### src/rtl/mips_mem_pkg.sv
`default_nettype none
// ============================================================================
//  Module  : mips_mem_pkg
//  Purpose : Shared definitions for the memory access unit: access-size codes,
//            FSM state encoding and the alignment check used at request time.
//  Ports   : none (package)
//  Revision: 1.0  initial release
// ============================================================================
package mips_mem_pkg;

    localparam logic [1:0] SIZE_BYTE = 2'b00;
    localparam logic [1:0] SIZE_HALF = 2'b01;
    localparam logic [1:0] SIZE_WORD = 2'b10;
    localparam logic [1:0] SIZE_ILL  = 2'b11;

    typedef enum logic [1:0] {
        ST_IDLE  = 2'd0,
        ST_LOAD  = 2'd1,
        ST_MERGE = 2'd2,
        ST_STORE = 2'd3
    } state_e;

    // Illegal size code is folded into the misaligned class so it takes the
    // same reject path.
    function automatic logic is_misaligned(input logic [1:0] size,
                                           input logic [1:0] addr_lo);
        logic r;
        case (size)
            SIZE_BYTE: r = 1'b0;
            SIZE_HALF: r = addr_lo[0];
            SIZE_WORD: r = |addr_lo;
            default:   r = 1'b1;
        endcase
        return r;
    endfunction

endpackage
`default_nettype wire

### src/rtl/mem_access_unit_if.sv
`default_nettype none
// ============================================================================
//  Module  : mem_access_unit_if
//  Purpose : Request/response bus between the controller and the memory
//            access unit.
//  Signals : req/req_we/req_size/req_signed/req_addr/req_wdata (controller ->
//            unit), ready/rdata/done/err (unit -> controller)
//  Modports: master = controller side, slave = memory access unit side
//  Revision: 1.0  initial release
// ============================================================================
interface mem_access_unit_if;
    logic        req;
    logic        ready;
    logic        req_we;
    logic [1:0]  req_size;
    logic        req_signed;
    logic [31:0] req_addr;
    logic [31:0] req_wdata;
    logic [31:0] rdata;
    logic        done;
    logic        err;

    modport master (
        output req, req_we, req_size, req_signed, req_addr, req_wdata,
        input  ready, rdata, done, err
    );

    modport slave (
        input  req, req_we, req_size, req_signed, req_addr, req_wdata,
        output ready, rdata, done, err
    );
endinterface
`default_nettype wire

### src/rtl/mem_lane_align.sv
`default_nettype none
// ============================================================================
//  Module  : mem_lane_align
//  Purpose : Combinational byte-lane logic. Extracts and sign/zero-extends a
//            byte/half/word from a memory word for loads, and merges
//            right-justified store data into a memory word for sub-word stores.
//  Ports   : i_rd_word    memory word read
//            i_addr_lo    byte address bits [1:0]
//            i_size       access size code
//            i_signed     1 = sign-extend load result
//            i_wdata      right-justified store data
//            o_load_data  extracted, extended load value
//            o_merge_word i_rd_word with the addressed lanes replaced
//  Revision: 1.0  initial release
// ============================================================================
module mem_lane_align
    import mips_mem_pkg::*;
#(
    parameter bit BIG_ENDIAN = 1'b0
) (
    input  wire logic [31:0] i_rd_word,
    input  wire logic [1:0]  i_addr_lo,
    input  wire logic [1:0]  i_size,
    input  wire logic        i_signed,
    input  wire logic [31:0] i_wdata,
    output logic      [31:0] o_load_data,
    output logic      [31:0] o_merge_word
);

    logic [1:0]  w_byte_idx;
    logic        w_half_idx;
    logic [4:0]  w_shift;
    logic [31:0] w_lane;
    logic [31:0] w_mask;
    logic [31:0] w_mask_sh;
    logic [31:0] w_ins_sh;

    always_comb begin
        // Big-endian places offset 0 in the top lane: the lane index is the
        // bitwise complement of the offset (3-o for bytes, 1-o for halves).
        w_byte_idx = BIG_ENDIAN ? ~i_addr_lo    : i_addr_lo;
        w_half_idx = BIG_ENDIAN ? ~i_addr_lo[1] : i_addr_lo[1];

        case (i_size)
            SIZE_BYTE: begin
                w_shift = {w_byte_idx, 3'b000};
                w_mask  = 32'h0000_00FF;
            end
            SIZE_HALF: begin
                w_shift = {w_half_idx, 4'b0000};
                w_mask  = 32'h0000_FFFF;
            end
            default: begin
                w_shift = 5'd0;
                w_mask  = 32'hFFFF_FFFF;
            end
        endcase

        w_lane = i_rd_word >> w_shift;

        case (i_size)
            SIZE_BYTE: o_load_data = {{24{i_signed & w_lane[7]}},  w_lane[7:0]};
            SIZE_HALF: o_load_data = {{16{i_signed & w_lane[15]}}, w_lane[15:0]};
            default:   o_load_data = i_rd_word;
        endcase

        w_mask_sh    = w_mask << w_shift;
        w_ins_sh     = (i_wdata & w_mask) << w_shift;
        o_merge_word = (i_rd_word & ~w_mask_sh) | w_ins_sh;
    end

endmodule
`default_nettype wire

### src/rtl/mem_access_unit.sv
`default_nettype none
// ============================================================================
//  Module  : mem_access_unit
//  Purpose : Converts byte/half/word load and store requests from the
//            multi-cycle controller into word accesses on a memory with async
//            read and sync write. Sub-word stores use read-modify-write.
//  Ports   : clk, rst_n          clock, async active-low reset
//            bus (slave)         request/response handshake
//            mem_addr/mem_wd/mem_we -> memory, mem_rd <- memory
//  Revision: 1.0  initial release
// ============================================================================
module mem_access_unit
    import mips_mem_pkg::*;
#(
    parameter bit BIG_ENDIAN = 1'b0
) (
    input  wire logic        clk,
    input  wire logic        rst_n,
    mem_access_unit_if.slave bus,
    output logic      [31:0] mem_addr,
    output logic      [31:0] mem_wd,
    output logic             mem_we,
    input  wire logic [31:0] mem_rd
);

    state_e      state_q,  state_d;
    logic [31:0] addr_q,   addr_d;
    logic [1:0]  size_q,   size_d;
    logic        signed_q, signed_d;
    logic [31:0] wbuf_q,   wbuf_d;
    logic [31:0] rdata_q,  rdata_d;
    logic        done_q,   done_d;
    logic        err_q,    err_d;

    logic [31:0] w_load_data;
    logic [31:0] w_merge_word;

    mem_lane_align #(
        .BIG_ENDIAN (BIG_ENDIAN)
    ) u_align (
        .i_rd_word    (mem_rd),
        .i_addr_lo    (addr_q[1:0]),
        .i_size       (size_q),
        .i_signed     (signed_q),
        .i_wdata      (wbuf_q),
        .o_load_data  (w_load_data),
        .o_merge_word (w_merge_word)
    );

    always_ff @(posedge clk or negedge rst_n) begin
        if (!rst_n) begin
            state_q  <= ST_IDLE;
            addr_q   <= 32'd0;
            size_q   <= 2'd0;
            signed_q <= 1'b0;
            wbuf_q   <= 32'd0;
            rdata_q  <= 32'd0;
            done_q   <= 1'b0;
            err_q    <= 1'b0;
        end else begin
            state_q  <= state_d;
            addr_q   <= addr_d;
            size_q   <= size_d;
            signed_q <= signed_d;
            wbuf_q   <= wbuf_d;
            rdata_q  <= rdata_d;
            done_q   <= done_d;
            err_q    <= err_d;
        end
    end

    always_comb begin
        state_d  = state_q;
        addr_d   = addr_q;
        size_d   = size_q;
        signed_d = signed_q;
        wbuf_d   = wbuf_q;
        rdata_d  = rdata_q;
        done_d   = 1'b0;
        err_d    = 1'b0;

        case (state_q)
            ST_IDLE: begin
                if (bus.req) begin
                    addr_d   = bus.req_addr;
                    size_d   = bus.req_size;
                    signed_d = bus.req_signed;
                    // wbuf holds the raw store data until MERGE overwrites it
                    // with the merged word; a word store writes it directly.
                    wbuf_d   = bus.req_wdata;
                    if (is_misaligned(bus.req_size, bus.req_addr[1:0])) begin
                        err_d = 1'b1;
                    end else if (!bus.req_we) begin
                        state_d = ST_LOAD;
                    end else if (bus.req_size == SIZE_WORD) begin
                        state_d = ST_STORE;
                    end else begin
                        state_d = ST_MERGE;
                    end
                end
            end
            ST_LOAD: begin
                rdata_d = w_load_data;
                done_d  = 1'b1;
                state_d = ST_IDLE;
            end
            ST_MERGE: begin
                wbuf_d  = w_merge_word;
                state_d = ST_STORE;
            end
            ST_STORE: begin
                done_d  = 1'b1;
                state_d = ST_IDLE;
            end
            default: state_d = ST_IDLE;
        endcase
    end

    assign bus.ready = (state_q == ST_IDLE);
    assign bus.rdata = rdata_q;
    assign bus.done  = done_q;
    assign bus.err   = err_q;

    // Write enable comes straight from the state register so an async reset
    // drops it immediately, abandoning any pending write.
    assign mem_addr  = addr_q;
    assign mem_wd    = wbuf_q;
    assign mem_we    = (state_q == ST_STORE);

endmodule
`default_nettype wire
### src/flat_wrapper.sv
// flat-port wrapper written by rule: the top's interface ports become plain ports
module mem_access_unit_flat import mips_mem_pkg::*;
#(
    parameter bit BIG_ENDIAN = 1'b0
)
  (clk, rst_n, mem_addr, mem_wd, mem_we, mem_rd, bus_req, bus_req_we, bus_req_size, bus_req_signed, bus_req_addr, bus_req_wdata, bus_ready, bus_rdata, bus_done, bus_err);
  mem_access_unit_if bus_i ();
  input  wire logic clk;
  input  wire logic rst_n;
  output logic      [31:0] mem_addr;
  output logic      [31:0] mem_wd;
  output logic mem_we;
  input  wire logic [31:0] mem_rd;
  input wire logic [$bits(bus_i.req)-1:0] bus_req;
  input wire logic [$bits(bus_i.req_we)-1:0] bus_req_we;
  input wire logic [$bits(bus_i.req_size)-1:0] bus_req_size;
  input wire logic [$bits(bus_i.req_signed)-1:0] bus_req_signed;
  input wire logic [$bits(bus_i.req_addr)-1:0] bus_req_addr;
  input wire logic [$bits(bus_i.req_wdata)-1:0] bus_req_wdata;
  output wire logic [$bits(bus_i.ready)-1:0] bus_ready;
  output wire logic [$bits(bus_i.rdata)-1:0] bus_rdata;
  output wire logic [$bits(bus_i.done)-1:0] bus_done;
  output wire logic [$bits(bus_i.err)-1:0] bus_err;
  assign bus_i.req = bus_req;
  assign bus_i.req_we = bus_req_we;
  assign bus_i.req_size = bus_req_size;
  assign bus_i.req_signed = bus_req_signed;
  assign bus_i.req_addr = bus_req_addr;
  assign bus_i.req_wdata = bus_req_wdata;
  assign bus_ready = bus_i.ready;
  assign bus_rdata = bus_i.rdata;
  assign bus_done = bus_i.done;
  assign bus_err = bus_i.err;
  mem_access_unit #(.BIG_ENDIAN(BIG_ENDIAN)) u_core (.clk(clk), .rst_n(rst_n), .bus(bus_i), .mem_addr(mem_addr), .mem_wd(mem_wd), .mem_we(mem_we), .mem_rd(mem_rd));
endmodule
### config.mk
export PLATFORM = sky130hd
export DESIGN_NAME = mem_access_unit_flat
export DESIGN_NICKNAME = d
export VERILOG_FILES = /design/src/rtl/mips_mem_pkg.sv /design/src/rtl/mem_access_unit_if.sv /design/src/rtl/mem_lane_align.sv /design/src/rtl/mem_access_unit.sv /design/src/flat_wrapper.sv
export SDC_FILE = /design/constraint.sdc
export NUM_CORES = 1
export LEC_CHECK = 0
export CAP_MARGIN = 20
export CORE_MARGIN = 8
export CORE_UTILIZATION = 25
export DETAILED_ROUTE_END_ITERATION = 8
export GPL_TIMING_DRIVEN = 0
export PLACE_DENSITY = 0.52
export SKIP_CTS_REPAIR_TIMING = 1
export SYNTH_ARGS = -nofsm -noshare
export SYNTH_HDL_FRONTEND = slang
export SYNTH_SLANG_ARGS = --single-unit
### constraint.sdc
create_clock -name clk -period 3.49 [get_ports clk]
set_clock_uncertainty 0.15 [all_clocks]
set_input_delay 0.698 -clock clk [delete_from_list [all_inputs] [get_ports clk]]
set_output_delay 0.698 -clock clk [all_outputs]
set_load 0.05 [all_outputs]
==> results of run 1 <==
==> per-layer routing <==
layer / track usage / vias up / wire length, µm
met5: 0 / - / 13
met4: 0.05666 / 2 / 438
met3: 0.06581 / 27 / 2204
met2: 0.2584 / 235 / 9384
met1: 0.2017 / 2355 / 8679
li1: - / 2227 / -
==> flip-flops by register name (all words and copies together) (netlist names) <==
signal            flops
u_core.state_q        2
u_core.signed_q       1
u_core.bus.done       1
u_core.mem_wd        32
u_core.bus.rdata     32
u_core.bus.err        1
u_core.mem_addr      32
u_core.size_q         2
==> layout by cell type (no fill, tap or decap), drive strengths merged, types with 2 or more instances in the layout <==
master | synthesis | final
clkdlybuf4s50 | 0 | 201
clkbuf | 18 | 29
nand3 | 7 | 7
a21oi | 55 | 55
and2 | 3 | 3
nor2b | 4 | 4
o2bb2ai | 14 | 14
nor2 | 51 | 51
o21ai | 39 | 39
dfrtp | 103 | 103
nor4 | 2 | 2
or2 | 2 | 2
clkinvlp | 0 | 3
mux2 | 43 | 43
a221o | 8 | 8
o221ai | 7 | 7
nand2b | 4 | 4
o22ai | 11 | 11
a21boi | 2 | 2
a31oi | 2 | 2
a22oi | 32 | 32
nand2 | 49 | 49
o31ai | 6 | 6
inv | 3 | 4
buf | 21 | 23
==> power by group <==
part / internal [W] / leakage (nW) / switching [W] / total, W
clock network: 0.000503 / 0.124 / 0.000469 / 0.000972
logic: 0.00200 / 1.68 / 0.00380 / 0.00579
registers: 0.00180 / 1.23 / 0.000436 / 0.00224
total: 0.00430 / 3.03 / 0.00470 / 0.00900
==> per-stage QoR <==
stage | utilization | cell area, µm²
detailed placement | 0.3775 | 7372
finish | 0.3917 | 7649
global placement | 0.3763 | 7347
CTS | 0.3916 | 7646
floorplan | - | 4994
global route | 0.3916 | 7646
==> how the worst max path moves through the flow <==
| stage | start | to | slack [ps] | cells past startpoint |
|---|---|---|---|---|
| after floorplan | u_core.state_q[1] | u_core.mem_addr[0] | 1060 | 6 |
| after global placement | rst_n | u_core.bus.rdata[0] | -2410 | 1 |
| after detailed placement | bus_req | u_core.mem_wd[30] | 750 | 7 |
| after CTS | u_core.state_q[0] | bus_ready | 700 | 3 |
| after global routing | u_core.state_q[1] | bus_ready | 600 | 3 |
| final | u_core.state_q[0] | bus_ready | 730 | 3 |
==> area by class of cell <==
class	instances	area (µm²)	share of cell area
sequential	103	2577	0.3370
clock inverter	4	31.28	0.004090
timing repair buffer	203	2047	0.2676
clock buffer	11	242.7	0.03174
tap	265	331.6	0.04335
antenna	1	2.502	0.0003272
buffer	39	193.9	0.02536
inverter	3	11.26	0.001472
multi-input combinational	350	2211	0.2891
==> logic make-up after synthesis <==
| family | after synthesis |
|---|---|
| AO/OA/AOI/OAI | 180 |
| buffers and inverters | 42 |
| multiplexers | 44 |
| AND/OR/NAND/NOR | 126 |
| flip-flops | 103 |
==> results.sh, run 1 <==
export IMPL_synth_ff_type="dfrtp_1"
export IMPL_cts_tree="done"
export IMPL_reg2reg_slack_ps=1350
export IMPL_synth_top_family_by_area="compound AO/OA/AOI/OAI gates"
export IMPL_setup_tns_ps=0
export IMPL_routedWlPerCell_um=21.16
export IMPL_async_reset_ff_frac=1.000
export IMPL_dpl_cell_count=963
export IMPL_setup_viol=0
export IMPL_syn_num_nets=598
export IMPL_grt_pass1_vias=5196
export IMPL_start_util=0.2557
export IMPL_synth_ff_latch_count=103
export IMPL_cp_max_fo=10
export IMPL_cp_slowest_cell="clkdlybuf4s50_1"
export IMPL_seq_area_frac_synth=0.5162
export IMPL_ant_nets=0
export IMPL_synth_compound_area_frac=0.2323
export IMPL_synthTopCellsByArea="dfrtp_1, mux2_2, a21oi_1, a22oi_1, o21ai_0"
export IMPL_worst_pin_slew_ps=676.8
export IMPL_synth_xor_area_frac=0
export IMPL_post_place_ws_ps=745.3
export IMPL_power_leakage_nw=3.031
export IMPL_rsz0062_at_grt="no"
export IMPL_slew_headroom=0.5488
export IMPL_drv_cap=0
export IMPL_setup_ws_ps=727.2
export IMPL_synth_edf_count=0
export IMPL_dp_hpwl_um=16510
export IMPL_synth_top_area_share=0.5162
export IMPL_slowest_delay_ps=850
export IMPL_crit_buf_inv=2
export IMPL_cts_max_level=3
export IMPL_n_fill_cell=1966
export IMPL_cp_start_kind="flip-flop"
export IMPL_power_density_mw_per_mm2=1177
export IMPL_netlist_instances=495
export IMPL_finalNonFillerCells=979
export IMPL_clkTransAtPathRegs_ps=70
export IMPL_cts_sinks=103
export IMPL_io_buffer_count=202
export IMPL_drc_errors=0
export IMPL_drive_above_1_share=0.1234
export IMPL_synthMuxAreaShare=0.09897
export IMPL_overflow=0
export IMPL_antenna_found_initial=2
export IMPL_die_w_um=157.3
export IMPL_yosysUniqueCellTypes=40
export IMPL_hold_class="primary input to async pin"
export IMPL_grt_max_degree=55
export IMPL_r2r_start="u_core.size_q[0]"
export IMPL_worstPathRequired_ps=2640
export IMPL_gp_congestion=0.8639
export IMPL_synth_common_cells="dfrtp_1, a21oi_1, nand2_1, nor2_1, mux2_2"
export IMPL_first_iter_violations=349
export IMPL_finalCriticalPeriod_ps=2763
export IMPL_fmax_mhz=361.9
export IMPL_clock_latency_ps=360
export IMPL_row_count=51
export IMPL_synth_most_common_cell="dfrtp_1"
export IMPL_yosys_warnings=0
export IMPL_area_growth_pct=53.17
export IMPL_finalHoldViolCount=0
export IMPL_clockBufferDepth=2
export IMPL_totalWireLength_um=20720
export IMPL_avgSynthCellArea_um2=10.09
export IMPL_r2r_end="u_core.bus.rdata[24]"
export IMPL_path_delay_family="buffers and inverters"
export IMPL_grt_usage=0.1648
export IMPL_cts_buffers=9
export IMPL_die_area_mm2=0.02475
export IMPL_synth_top_area_cell="dfrtp_1"
export IMPL_status="finished, final reports clean"
export IMPL_cp_end_kind="primary output"
export IMPL_reg2reg_depth=6
export IMPL_worst_ir_drop_vdd_uv=553.7
export IMPL_cts_root_buf="clkbuf_16"
export IMPL_die_h_um=157.3
export IMPL_grt_pass1_wl_um=30880
export IMPL_final_nets=812
export IMPL_finalCritPeriodShare=0.7916
export IMPL_io_pins=203
export IMPL_drv_slew=0
export IMPL_arrival_ps=1910
export IMPL_dr_pass1_iters=5
export IMPL_core_mm2=0.01953
export IMPL_p_total_w=0.009000
export IMPL_netlist_area_mm2=0.004994
export IMPL_vias_per_cell=4.950
export IMPL_yosys_area_share_simple=0.1115
export IMPL_path_class="flip-flop to primary output"
export IMPL_vias=4846
export IMPL_synth_adder_area_share=0
export IMPL_crit_path_cell_trace="buf_2 > nor2_1 > clkdlybuf4s50_1"
export IMPL_fin_hold_ws_ps=223.1
Note: power is estimated with default switching activity, not from simulation.
==> run 2: changes to the inputs <==
--- a/config.mk
+++ b/config.mk
@@ -10,7 +10,7 @@
 export CORE_UTILIZATION = 25
 export DETAILED_ROUTE_END_ITERATION = 8
 export GPL_TIMING_DRIVEN = 0
-export PLACE_DENSITY = 0.52
+export PLACE_DENSITY = 0.54
 export SKIP_CTS_REPAIR_TIMING = 1
 export SYNTH_ARGS = -nofsm -noshare
 export SYNTH_HDL_FRONTEND = slang
==> constraint.sdc (replaced) <==
create_clock -name clk -period 2.3 [get_ports clk]
set_clock_uncertainty 0.15 [all_clocks]
set_input_delay 0.46 -clock clk [delete_from_list [all_inputs] [get_ports clk]]
set_output_delay 0.46 -clock clk [all_outputs]
set_load 0.05 [all_outputs]
==> run 2 against run 1 <==
The run now ends with hold timing left. Die area stayed put. Routed wire length is 0.70% higher. Via count is 0.70% higher.
==> results.sh, run 2 (synthesized netlist as in run 1, its figures left out) <==
export IMPL_status="finished, violations left"
export IMPL_violations="hold timing"
export IMPL_io_buffer_count=202
export IMPL_power_density_mw_per_mm2=1800
export IMPL_cp_start_kind="flip-flop"
export IMPL_cts_buffers=9
export IMPL_power_leakage_nw=3.118
export IMPL_row_count=51
export IMPL_finalHoldViolCount=36
export IMPL_multiInputGateArea_mm2=0.002231
export IMPL_cp_end_kind="primary output"
export IMPL_start_util=0.2557
export IMPL_routedWlPerCell_um=21.27
export IMPL_worstPathRequired_ps=1690
export IMPL_vias=4880
export IMPL_cp_slowest_cell="clkdlybuf4s50_1"
export IMPL_rsz0062_at_grt="no"
export IMPL_drive_above_1_share=0.1343
export IMPL_dr_pass1_iters=5
export IMPL_setup_tns_ps=0
export IMPL_first_iter_violations=308
export IMPL_arrival_ps=1660
export IMPL_cts_tree="done"
export IMPL_die_w_um=157.3
export IMPL_slew_headroom=0.5019
export IMPL_cts_max_level=3
export IMPL_finalCriticalPeriod_ps=2266
export IMPL_final_nets=813
export IMPL_slowest_delay_ps=860
export IMPL_drv_cap=0
export IMPL_fin_hold_ws_ps=-27.43
export IMPL_area_growth_pct=54.90
export IMPL_cp_max_fo=5
export IMPL_die_h_um=157.3
export IMPL_clock_latency_ps=350
export IMPL_worst_ir_drop_vdd_uv=875.2
export IMPL_path_class="flip-flop to primary output"
export IMPL_setup_viol=0
export IMPL_grt_pass1_vias=5114
export IMPL_finalCritPeriodShare=0.9851
export IMPL_layout_commonest_cell="clkdlybuf4s50_1"
export IMPL_grt_pass1_wl_um=30760
export IMPL_overflow=0
export IMPL_gp_congestion=0.8533
export IMPL_die_area_mm2=0.02475
export IMPL_drc_errors=0
export IMPL_crit_buf_inv=1
export IMPL_ant_nets=0
export IMPL_vias_per_cell=4.975
export IMPL_grt_usage=0.1647
export IMPL_final_cell_mix="clkdlybuf4s50_1, dfrtp_1, a21oi_1"
export IMPL_r2r_end="u_core.mem_wd[22]"
export IMPL_crit_path_cell_trace="clkdlybuf4s50_1"
export IMPL_grt_max_degree=61
export IMPL_fmax_mhz=441.4
export IMPL_totalWireLength_um=20870
export IMPL_r2r_start="u_core.size_q[0]"
export IMPL_seq_area_mm2=0.002579
export IMPL_hold_class="primary input to async pin"
export IMPL_dp_hpwl_um=16490
export IMPL_cts_sinks=103
export IMPL_clockBufferDepth=2
export IMPL_path_delay_family="buffers and inverters"
export IMPL_reg2reg_depth=5
export IMPL_io_pins=203
export IMPL_clkTransAtPathRegs_ps=70
export IMPL_antenna_found_initial=1
export IMPL_core_mm2=0.01953
export IMPL_cts_root_buf="clkbuf_16"
export IMPL_n_fill_cell=1978
export IMPL_worst_pin_slew_ps=747.2
export IMPL_drv_slew=0
export IMPL_reg2reg_slack_ps=110
[run 2: cell types whose count changed in the layout (fill, tap and decap cells not counted), sizes merged]
cell           previous run  this run
buf                      23        25
bufinv                    0         1
clkdlybuf4s50           201       197
clkinv                    0         1
clkinvlp                  3         1
dlymetal6s2s              0         4
[run 2: cell type report]
class	count	share of cell area
Sequential cell	103	0.3334
Timing Repair Buffer	205	0.2679
Buffer	38	0.02459
Tap cell	265	0.04287
Clock inverter	4	0.006632
Multi-Input combinational cell	350	0.2884
Inverter	3	0.001456
Antenna cell	1	0.0003235
Clock buffer	12	0.03445
[run 2: power breakdown]
part | total (W) | switching, W | internal (W)
Sequential | 0.00338 | 0.000651 | 0.00273
Clock | 0.00163 | 0.000696 | 0.000936
Combinational | 0.00890 | 0.00585 | 0.00306
Total | 0.0139 | 0.00719 | 0.00673
[run 2: worst max path at each step]
stage	endpoint	startpoint	slack [ps]	depth (start not counted)
after floorplan	u_core.mem_addr[0]	u_core.state_q[1]	130	6
after global placement	u_core.mem_addr[17]	rst_n	-3300	1
after detailed placement	u_core.mem_wd[22]	bus_req	-280	4
after CTS	bus_ready	u_core.state_q[1]	-210	3
after global routing	mem_wd[6]	u_core.mem_wd[6]	9	1
final	mem_wd[5]	u_core.mem_wd[5]	30	1
[run 2: metrics by stage]
step | setup WS [ps] | total power (W) | util | cells | cell area [µm²]
final | 34.34 | 0.01392 | 0.3961 | 981 | 7735
after global routing | 9.219 | 0.01463 | 0.3961 | 981 | 7735
after CTS | -213.7 | 0.01399 | 0.3940 | 979 | 7692
after detailed placement | -278.8 | 0.01231 | 0.3777 | 963 | 7375
after global placement | -3296 | 0.01218 | 0.3764 | 962 | 7350
after floorplan | 129.1 | 0.009065 | - | 495 | 4996
[run 2: worst reg2reg max path, delay by kind of cell, from the launching register on]
kind | cells | cell delay [ps]
mux | 1 | 430
flops | 1 | 460
compound gates | 2 | 260
simple gates | 2 | 750
[run 2: routing by layer]
metal | GRT usage | up-vias | share of wire
met5 | 0 | - | 0
met2 | 0.2679 | 196 | 0.48
met1 | 0.2040 | 2414 | 0.42
li1 | - | 2242 | -
met4 | 0.05304 | 0 | 0.021
met3 | 0.05155 | 28 | 0.085
==> run 3: changes to the inputs <==
--- a/config.mk
+++ b/config.mk
@@ -8,6 +8,7 @@
 export CAP_MARGIN = 20
 export CORE_MARGIN = 8
 export CORE_UTILIZATION = 25
+export CTS_BUF_LIST = sky130_fd_sc_hd__clkbuf_4 sky130_fd_sc_hd__clkbuf_8
 export DETAILED_ROUTE_END_ITERATION = 8
 export GPL_TIMING_DRIVEN = 0
 export PLACE_DENSITY = 0.54
==> run 3 against run 2 <==
The flow now finishes without violations. Cell count rose by 0.20%. Combinational power is essentially flat. Register-to-register slack hardly changed. Total power decreased by 2.8%. Via count fell by 0.29%. Worst setup slack improved by 15 ps. Highest routed layer unchanged.
==> results.sh, run 3 (synthesized netlist as in run 1, its figures left out) <==
export IMPL_finalInstanceArea_mm2=0.007676
export IMPL_place_area_mm2=0.007375
export IMPL_cts_tree="done"
export IMPL_switching_share=0.5293
export IMPL_overflow=0
export IMPL_setup_viol=0
export IMPL_clkTransAtPathRegs_ps=100
export IMPL_io_buffer_count=202
export IMPL_grt_pass1_wl_um=30770
export IMPL_final_nets=815
export IMPL_clockBufferDepth=2
export IMPL_die_w_um=157.3
export IMPL_antenna_found_initial=1
export IMPL_arrival_ps=1640
export IMPL_pwr_share_seq=0.249
export IMPL_hold_class="flip-flop to flip-flop"
export IMPL_power_leakage_nw=3.217
export IMPL_first_iter_violations=336
export IMPL_path_delay_family="buffers and inverters"
export IMPL_drc_errors=0
export IMPL_p_switching_w=0.007164
export IMPL_drive_above_1_share=0.1325
export IMPL_finalCriticalPeriod_ps=2250
export IMPL_reg2reg_slack_ps=110
export IMPL_p_clk_frac=0.093
export IMPL_final_cell_mix="clkdlybuf4s50_1, dfrtp_1, a21oi_1"
export IMPL_drv_slew=0
export IMPL_cts_buffers=9
export IMPL_fmax_mhz=444.4
export IMPL_cts_root_buf="clkbuf_8"
export IMPL_status="finished, final reports clean"
export IMPL_vias_per_cell=4.950
export IMPL_rsz0062_at_grt="no"
export IMPL_area_growth_pct=53.72
export IMPL_dp_hpwl_um=16490
export IMPL_multiInputGateArea_mm2=0.002227
export IMPL_totalWireLength_um=20960
export IMPL_vias=4866
export IMPL_n_fill_cell=1984
export IMPL_worstPathRequired_ps=1690
export IMPL_setup_tns_ps=0
export IMPL_finalCritPeriodShare=0.9784
export IMPL_grt_pass1_vias=5130
export IMPL_row_count=51
export IMPL_core_mm2=0.01953
export IMPL_clock_latency_ps=380
export IMPL_drv_cap=0
export IMPL_crit_path_cell_trace="clkdlybuf4s50_1"
export IMPL_internal_power_w=0.006371
export IMPL_io_pins=203
export IMPL_worst_pin_slew_ps=739.7
export IMPL_finalHoldViolCount=0
export IMPL_ant_nets=0
export IMPL_seq_area_mm2=0.002579
export IMPL_crit_buf_inv=1
export IMPL_die_area_mm2=0.02475
export IMPL_cts_sinks=103
export IMPL_routedWlPerCell_um=21.32
export IMPL_start_util=0.2557
export IMPL_dr_pass1_iters=5
export IMPL_path_class="flip-flop to primary output"
export IMPL_grt_max_degree=61
export IMPL_slowest_delay_ps=840
export IMPL_die_h_um=157.3
export IMPL_grt_usage=0.1646
export IMPL_worst_ir_drop_vdd_uv=857.3
export IMPL_cp_end_kind="primary output"
export IMPL_power_density_mw_per_mm2=1763
export IMPL_cts_max_level=3
export IMPL_gp_congestion=0.8533
export IMPL_cp_max_fo=4
export IMPL_cp_start_kind="flip-flop"
export IMPL_p_comb_frac=0.658
export IMPL_layout_commonest_cell="clkdlybuf4s50_1"
export IMPL_cp_slowest_cell="clkdlybuf4s50_1"
export IMPL_slew_headroom=0.5058
run 3: cell count changes in the layout (fill, tap and decap cells not counted), sizes merged:
cell           before  now
clkdlybuf4s50     197  184
dlymetal6s2s        4   17
dlygate4sd3         0    1
clkbuf             29   30
run 3: power groups by stage:
stage	combinational, W	sequential (W)	clock (W)
2_1_floorplan	0.00276	0.00630	0
5_1_grt	0.00937	0.00349	0.00136
3_3_place_gp	0.00881	0.00337	0
4_1_cts	0.00893	0.00338	0.00129
3_5_place_dp	0.00890	0.00340	0
6_report	0.00890	0.00337	0.00126
run 3: cell type report:
cell class / instances / area share
Inverter: 3 / 0.001467
Tap cell: 265 / 0.04319
Timing Repair Buffer: 206 / 0.2755
Clock inverter: 4 / 0.006683
Clock buffer: 12 / 0.02152
Antenna cell: 1 / 0.0003260
Sequential cell: 103 / 0.3359
Multi-Input combinational cell: 350 / 0.2901
Buffer: 39 / 0.02526
run 3: per-layer routing:
layer / global-route usage / up-vias / share of wire
met5: 0 / - / 0
met4: 0.05485 / 0 / 0.022
met3: 0.05182 / 28 / 0.078
met2: 0.2668 / 185 / 0.48
met1: 0.2037 / 2412 / 0.42
li1: - / 2241 / -
run 3: worst register-to-register path, stage by stage (launching register included):
cell and delay [ps]:
dfrtp_1 480, nand2b_1 320, nand2_1 430, mux2_2 440, a22oi_1 140, o21ai_0 100
run 3: per-stage QoR:
stage,setup slack [ps],std cells,hold WS [ps],total power [W],utilization
4_1_cts,-265.6,979,-62.25,0.01360,0.3888
5_1_grt,12.95,983,377.2,0.01423,0.3931
3_3_place_gp,-3296,962,318.9,0.01218,0.3764
6_report,49.62,983,348.5,0.01353,0.3931
3_5_place_dp,-278.8,963,328.6,0.01231,0.3777
2_1_floorplan,129.1,495,14.41,0.009065,-
run 3: worst paths after layout:
check,depth (start not counted),from,to
worst max-delay path,1,u_core.mem_wd[12],mem_wd[12]
worst min-delay path,2,u_core.bus.rdata[9],u_core.bus.rdata[9]
worst max register to register,5,u_core.size_q[0],u_core.mem_wd[23]
worst min register to register,2,u_core.bus.rdata[9],u_core.bus.rdata[9]
max in group asynchronous,3,rst_n,u_core.mem_addr[12]
min in group asynchronous,2,rst_n,u_core.bus.rdata[26]
